`src/rtl/gelu_pkg.sv`:
```
// Shared widths, clamp limits, 2^f interpolation tables and stage records
// for the GELU exp2 stage and any other exponent path reusing the LUT.
package gelu_pkg;

    localparam int unsigned Q        = 26;
    localparam int unsigned W        = 32;
    localparam int unsigned OQ       = 20;
    localparam int          S_LO     = -16;
    localparam int          S_HI     = 10;
    localparam int unsigned SEG_BITS = 3;

    localparam int unsigned N_SEG    = 1 << SEG_BITS;
    localparam int unsigned DF_W     = Q - SEG_BITS;
    localparam int unsigned LUT_W    = OQ + 1;
    localparam int unsigned PROD_W   = LUT_W + DF_W;
    localparam int unsigned N_W      = W - Q;
    localparam int unsigned CNT_W    = 32;

    localparam int           S_LO_Q  = S_LO * (2 ** Q);
    localparam int           S_HI_Q  = S_HI * (2 ** Q);
    localparam logic [W-1:0] ONE_OQ  = W'(1) << OQ;

    // base[k] = 2^(k/8) in OQ
    localparam logic [LUT_W-1:0] BASE_LUT [N_SEG] = '{
        21'd1048576, 21'd1143480, 21'd1246974, 21'd1359835,
        21'd1482910, 21'd1617125, 21'd1763488, 21'd1923097
    };

    // slope[k] = 8*(2^((k+1)/8) - 2^(k/8)) in OQ, i.e. d(2^f)/df over segment k
    localparam logic [LUT_W-1:0] SLOPE_LUT [N_SEG] = '{
        21'd759232,  21'd827952,  21'd902888,  21'd984600,
        21'd1073720, 21'd1170904, 21'd1276872, 21'd1392440
    };

    typedef struct packed {
        logic           valid;
        logic [N_W-1:0] n;
        logic [Q-1:0]   f;
        logic [W-1:0]   x;
        logic           byp_lo;
        logic           byp_hi;
    } s1_rec_t;

    typedef struct packed {
        logic         valid;
        logic [W-1:0] x;
        logic         byp_lo;
        logic         byp_hi;
    } sb_rec_t;

    function automatic logic [CNT_W-1:0] sat_inc(input logic [CNT_W-1:0] v);
        return (v == {CNT_W{1'b1}}) ? v : v + CNT_W'(1);
    endfunction

endpackage

```
`src/rtl/gelu_exp2_lut.sv`:
```
// Combinational segment ROM for piecewise-linear 2^f, f in [0,1):
// k selects the segment, returns its base value and per-unit-f slope in OQ.
module gelu_exp2_lut
    import gelu_pkg::*;
(
    input  logic [SEG_BITS-1:0] i_k,
    output logic [LUT_W-1:0]    o_base,
    output logic [LUT_W-1:0]    o_slope
);

    assign o_base  = BASE_LUT[i_k];
    assign o_slope = SLOPE_LUT[i_k];

endmodule

```
`src/rtl/gelu_exp2_unit.sv`:
```
// Four-stage d = 1 + 2^s pipeline feeding the GELU divider, stall-all handshake.
// Optional saturation counters under `GELU_EXP2_STATS_EN.
module gelu_exp2_unit
    import gelu_pkg::*;
(
    input  logic             clk,
    input  logic             rst,
    input  logic             in_valid,
    output logic             in_ready,
    input  logic [W-1:0]     s_in,
    input  logic [W-1:0]     x_in,
    output logic             out_valid,
    input  logic             out_ready,
    output logic [W-1:0]     d_out,
    output logic [W-1:0]     x_out,
    output logic             byp_lo,
    output logic             byp_hi
`ifdef GELU_EXP2_STATS_EN
    ,
    output logic [CNT_W-1:0] sat_lo_cnt,
    output logic [CNT_W-1:0] sat_hi_cnt
`endif
);

    logic                  w_en;
    logic                  w_accept;
    logic signed [W-1:0]   w_s;
    logic signed [W-1:0]   w_sc;
    logic                  w_lo;
    logic                  w_hi;
    s1_rec_t               w_s1_next;
    s1_rec_t               r_s1;

    logic [SEG_BITS-1:0]   w_k;
    logic [DF_W-1:0]       w_df;
    logic [LUT_W-1:0]      w_base;
    logic [LUT_W-1:0]      w_slope;
    logic [LUT_W-1:0]      w_p;
    sb_rec_t               w_s2_sb;
    sb_rec_t               r_s2_sb;
    logic [N_W-1:0]        r_s2_n;
    logic [LUT_W-1:0]      r_s2_base;
    logic [LUT_W-1:0]      r_s2_p;

    logic [LUT_W-1:0]      w_m;
    logic [W-1:0]          w_m_ext;
    logic                  w_neg;
    logic [N_W-1:0]        w_sh_amt;
    logic [W-1:0]          w_e;
    sb_rec_t               r_s3_sb;
    logic [W-1:0]          r_s3_e;

    logic [W-1:0]          w_d;
    logic                  r_out_valid;
    logic [W-1:0]          r_d_out;
    logic [W-1:0]          r_x_out;
    logic                  r_byp_lo;
    logic                  r_byp_hi;

    // Whole pipe advances together; bubbles are carried, not squeezed.
    assign w_en     = out_ready | ~r_out_valid;
    assign w_accept = in_valid & w_en;
    assign in_ready = w_en;

    // S1: clamp s and split into floor integer n and fraction f
    always_comb begin
        w_s  = $signed(s_in);
        w_lo = (w_s < S_LO_Q);
        w_hi = (w_s >= S_HI_Q);
        w_sc = w_s;
        if (w_lo) begin
            w_sc = W'(S_LO_Q);
        end else if (w_hi) begin
            w_sc = W'(S_HI_Q);
        end
        w_s1_next        = '0;
        w_s1_next.valid  = w_accept;
        w_s1_next.n      = w_sc[W-1:Q];
        w_s1_next.f      = w_sc[Q-1:0];
        w_s1_next.x      = x_in;
        w_s1_next.byp_lo = w_lo;
        w_s1_next.byp_hi = w_hi;
    end

    // S2: segment lookup and interpolation offset
    assign w_k  = r_s1.f[Q-1:DF_W];
    assign w_df = r_s1.f[DF_W-1:0];

    gelu_exp2_lut u_lut (
        .i_k     (w_k),
        .o_base  (w_base),
        .o_slope (w_slope)
    );

    // slope is per unit f while df counts f LSBs, hence the shift by the full Q
    assign w_p = LUT_W'((PROD_W'(w_slope) * PROD_W'(w_df)) >> Q);

    always_comb begin
        w_s2_sb        = '0;
        w_s2_sb.valid  = r_s1.valid;
        w_s2_sb.x      = r_s1.x;
        w_s2_sb.byp_lo = r_s1.byp_lo;
        w_s2_sb.byp_hi = r_s1.byp_hi;
    end

    // S3: mantissa in [1,2) scaled by 2^n, right shifts truncate
    always_comb begin
        w_m      = r_s2_base + r_s2_p;
        w_m_ext  = W'(w_m);
        w_neg    = r_s2_n[N_W-1];
        w_sh_amt = w_neg ? (N_W'(0) - r_s2_n) : r_s2_n;
        w_e      = w_neg ? (w_m_ext >> w_sh_amt) : (w_m_ext << w_sh_amt);
    end

    // S4: add the leading 1
    assign w_d = r_s3_e + ONE_OQ;

    always_ff @(posedge clk) begin
        if (rst) begin
            r_s1        <= '0;
            r_s2_sb     <= '0;
            r_s2_n      <= '0;
            r_s2_base   <= '0;
            r_s2_p      <= '0;
            r_s3_sb     <= '0;
            r_s3_e      <= '0;
            r_out_valid <= 1'b0;
            r_d_out     <= '0;
            r_x_out     <= '0;
            r_byp_lo    <= 1'b0;
            r_byp_hi    <= 1'b0;
        end else if (w_en) begin
            r_s1        <= w_s1_next;
            r_s2_sb     <= w_s2_sb;
            r_s2_n      <= r_s1.n;
            r_s2_base   <= w_base;
            r_s2_p      <= w_p;
            r_s3_sb     <= r_s2_sb;
            r_s3_e      <= w_e;
            r_out_valid <= r_s3_sb.valid;
            r_d_out     <= w_d;
            r_x_out     <= r_s3_sb.x;
            r_byp_lo    <= r_s3_sb.byp_lo;
            r_byp_hi    <= r_s3_sb.byp_hi;
        end
    end

    assign out_valid = r_out_valid;
    assign d_out     = r_d_out;
    assign x_out     = r_x_out;
    assign byp_lo    = r_byp_lo;
    assign byp_hi    = r_byp_hi;

`ifdef GELU_EXP2_STATS_EN
    logic [CNT_W-1:0] r_sat_lo_cnt;
    logic [CNT_W-1:0] r_sat_hi_cnt;

    // Counted at acceptance so stalled or reset-dropped beats still register
    always_ff @(posedge clk) begin
        if (rst) begin
            r_sat_lo_cnt <= '0;
            r_sat_hi_cnt <= '0;
        end else if (w_accept) begin
            if (w_lo) begin
                r_sat_lo_cnt <= sat_inc(r_sat_lo_cnt);
            end
            if (w_hi) begin
                r_sat_hi_cnt <= sat_inc(r_sat_hi_cnt);
            end
        end
    end

    assign sat_lo_cnt = r_sat_lo_cnt;
    assign sat_hi_cnt = r_sat_hi_cnt;
`endif

endmodule

```
`config.mk`:
```
export PLATFORM = sky130hd
export DESIGN_NAME = gelu_exp2_unit
export DESIGN_NICKNAME = d
export VERILOG_FILES = /design/src/rtl/gelu_pkg.sv /design/src/rtl/gelu_exp2_lut.sv /design/src/rtl/gelu_exp2_unit.sv
export SDC_FILE = /design/constraint.sdc
export NUM_CORES = 2
export LEC_CHECK = 0
export ABC_CLOCK_PERIOD_IN_PS = 19800
export BUFFER_PORTS_ARGS = -buffer_cell sky130_fd_sc_hd__buf_2
export CORE_MARGIN = 1
export CORE_UTILIZATION = 65
export CTS_BUF_LIST = sky130_fd_sc_hd__clkbuf_8 sky130_fd_sc_hd__clkbuf_16
export CTS_CLUSTER_SIZE = 30
export DETAILED_ROUTE_END_ITERATION = 10
export HOLD_SLACK_MARGIN = 0.06
export PLACE_DENSITY = 0.84
export SYNTH_ARGS = -nofsm -noshare
export SYNTH_HDL_FRONTEND = slang
export SYNTH_SLANG_ARGS = --single-unit
```
`constraint.sdc`:
```
create_clock -name clk -period 19.8 [get_ports clk]
set_clock_uncertainty 0.1 [all_clocks]
set_input_delay 3.96 -clock clk [delete_from_list [all_inputs] [get_ports clk]]
set_output_delay 3.96 -clock clk [all_outputs]
set_load 0.05 [all_outputs]
```
==> metrics.md <==
| Metric | Value |
|---|---|
| Leak | `13.56 nW` |
| # nets final | `around 3800` |
| Row cnt | `74` |
| Top_reg_cell synth | `dfxtp_1` |
| Critical path class | `input port to output port` |
| Failing checks | `design-rule violations` |
| CP startpoint kind | `input port` |
| Slew Limit Headroom | `~15%` |
| Routed Antenna Nets | `0` |
| VDD IR max | `0.08191 mV` |
| Drt drc | `1` |
| Pre-Repair DR Iteration Count | `11` |
| YS warnings | `0` |
| Status | `finished with violations` |
| Total setup buffers inserted after CTS | `0` |
| Clock Sinks | `around 280` |
| Global-route wire length before repair | `between 100 and 150 mm` |
| Core area | `40830 um2` |
| Placed Cells | `3724` |
| Die area | `~42000 um2` |
| RSZ-0062 raised after global routing | `no` |
| DRT iter0 DRCs | `2242` |
| Setup TNS | `0 ps` |
| Skew-Pair Late Insertion Delay | `approximately 600 ps` |
| Share of the yosys chip area belonging to registers | `approximately a fifth` |
| Hold Path Class | `register to register` |
| Max-cap violations | `0` |
| Power Density | `around 76 nW/um2` |
| Reg-to-reg slack, setup | `between 10000 and 15000 ps` |
| Syn Inst Count | `between 3000 and 4000` |
| Netlist cell types | `just under 90` |
| I/O pin count | `136` |
| Initial antenna violation count | `1` |
| # H-tree levels | `1` |
| Synth area leader | `fa_1` |
| Hold-fix buffer count after cts | `0` |
| Top cells by area, synth | `fa_1 (23%), dfxtp_1 (21%), ha_1 (10%), nand2_1 (8.2%), inv_1 (5.3%)` |
| WP data required | `between 15000 and 20000 ps` |
| CP arrival | `4820 ps` |
| Effective utilization at floorplan | `between 60% and 70%` |
| Post-route minimum period | `approximately 8900 ps` |
| Vias | `23120` |
| Number of port buffers | `about 140` |
| Share of cells above drive strength 1 | `under 10%` |
| Async SR Flop Fraction | `0%` |
| Clock buffer depth | `3` |
| Largest net degree at the start of global routing | `between 100 and 150` |
| Die Ht | `205.3 um` |
| GRT Residual Overflow | `0` |
| Gpl congestion | `~1` |
| CTS Buf Count | `30` |
| Netlist Area Pre-Place | `around 27000 um2` |
| Routed len/inst | `about 19 um` |
| Number of synthesized flops with an enable pin | `0` |
| Final cell count without fillers | `3776` |
| Yosys top cell area share | `a little under a quarter` |
| Vias in the first global route | `23390` |
| CTS tree | `done` |
| # setup viols final | `0` |
| WL final | `72.90 mm` |
| Crit path max fanout | `63` |
| CP Capture Type | `output port` |
| Gr usage total | `35.34%` |
| Die extent in x | `around 210 um` |
| Clock Pin Slew Worst Setup and Hold Paths | `60 ps` |
| Max Slew Vio Count | `0` |
| Syn_nets | `just under 4000` |
| Area Growth Syn to Fin | `6.808%` |
| Post-cts resize count | `0` |
| Synth Area per Inst | `8.275 um2` |
| DP Wirelength | `approximately 54 mm` |
| CTS root buf | `clkbuf_16` |
| Fmax | `approximately 110 MHz` |
| Flops & latches, synth | `279` |
| Hold Vio Cnt, Final | `0` |
| Transition time of the tightest slew-check pin | `roughly 1300 ps` |
| Final period utilization | `around 45%` |
| Via/cell ratio | `6.124` |
| Antenna cells | `0` |
-- worst max-delay path: stages --
cell,delay (ps)
buf_2,100
nor2b_4,50
inv_6,340
buf_2,360
-- per-layer routing --
metal	track usage, %	wire length, um	vias to the layer above
met4	12.94	2462	2
met5	0	16	-
met2	57.89	34230	1114
met1	46.80	29230	11220
met3	6.319	6971	213
li1	-	-	10580
-- path summary, 6_finish.rpt --
path                                start         end  depth (start not counted)
worst min-delay path            x_out[22]   x_out[22]                          2
worst max register to register   r_s1[58]  r_s2_p[12]                         24
worst max-delay path            out_ready    in_ready                          4
worst min register to register  x_out[22]   x_out[22]                          2
-- final cells by class --
type	instances	area (um2)
timing repair buffer	161	879.6
tap	532	665.6
fill	3098	12130
multi-input combinational	2370	19080
sequential	279	5588
inverter	382	1439
clock buffer	38	860.8
clock inverter	14	180.2
-- cells in the final DEF, fill, tap and decap left out, types with 18 or more instances in the layout --
cell and count:
and2_1 162, clkbuf_16 30, buf_2 134, fa_1 315
inv_1 381, a21o_1 18, nor3_1 51, xnor2_1 24
ha_1 215, o21ai_0 56, nor2b_1 51, o211ai_1 27
nor2_1 156, dfxtp_1 277, a211oi_1 35, nand3_1 27
buf_4 26, nand2_1 588, mux2_2 25, a22oi_1 37
a21oi_1 268
-- flip-flops by register name, summed over array words and instances, names as in the netlist --
name,cells
out_valid,1
r_s2_n,6
r_s2_sb,35
r_s3_sb,35
x_out,32
byp_hi,1
r_s2_base,19
r_s3_e,32
r_s1,67
d_out,32
byp_lo,1
r_s2_p,18
-- kinds of logic after synthesis --
kind of cell               synth area share [%]
and+or+nand+nor                           19.13
AOI/OAI and AO/OA                         15.27
buffers and inverters                     8.410
adders and majority gates                 33.48
DFF                                       20.79
xor gates and xnor gates                  1.304
muxes                                     1.616
-- metrics by stage --
step	setup slack, ps	hold slack, ps	cell area [um2]	power (mW)	util (%)
floorplan	10730	329.1	26870	1.317	-
global placement	10920	335.3	27660	1.533	67.73
detailed placement	10910	342.4	27660	1.569	67.73
CTS	10910	351.0	28700	2.162	70.28
global route	10860	360.9	28700	2.310	70.28
finish	10920	349.5	28700	2.168	70.28
-- Yosys cell counts (all sizes together) (6+ instances only) --
cell type / instances
a211o: 13
a211oi: 38
a21o: 18
a21oi: 269
a221oi: 6
a22oi: 37
a311oi: 8
a31oi: 15
a32o: 6
and2: 162
and3: 14
buf: 20
clkbuf: 196
dfxtp: 279
fa: 315
ha: 215
inv: 382
mux2: 25
mux2i: 13
nand2: 588
nand2b: 16
nand3: 28
nand4: 16
nor2: 160
nor2b: 52
nor3: 52
nor4: 8
o2111ai: 7
o211ai: 28
o21a: 16
o21ai: 69
o21bai: 7
o221ai: 8
o22ai: 8
o311ai: 6
o31ai: 13
o32ai: 7
or2: 9
or3: 10
xnor2: 26
xor2: 14
-- where the power goes --
| part | internal, mW | switching (mW) |
|---|---|---|
| Sequential | 0.603 | 0.0452 |
| Clock | 0.336 | 0.251 |
| Combinational | 0.360 | 0.572 |
Power figures use the tool's default switching activity.
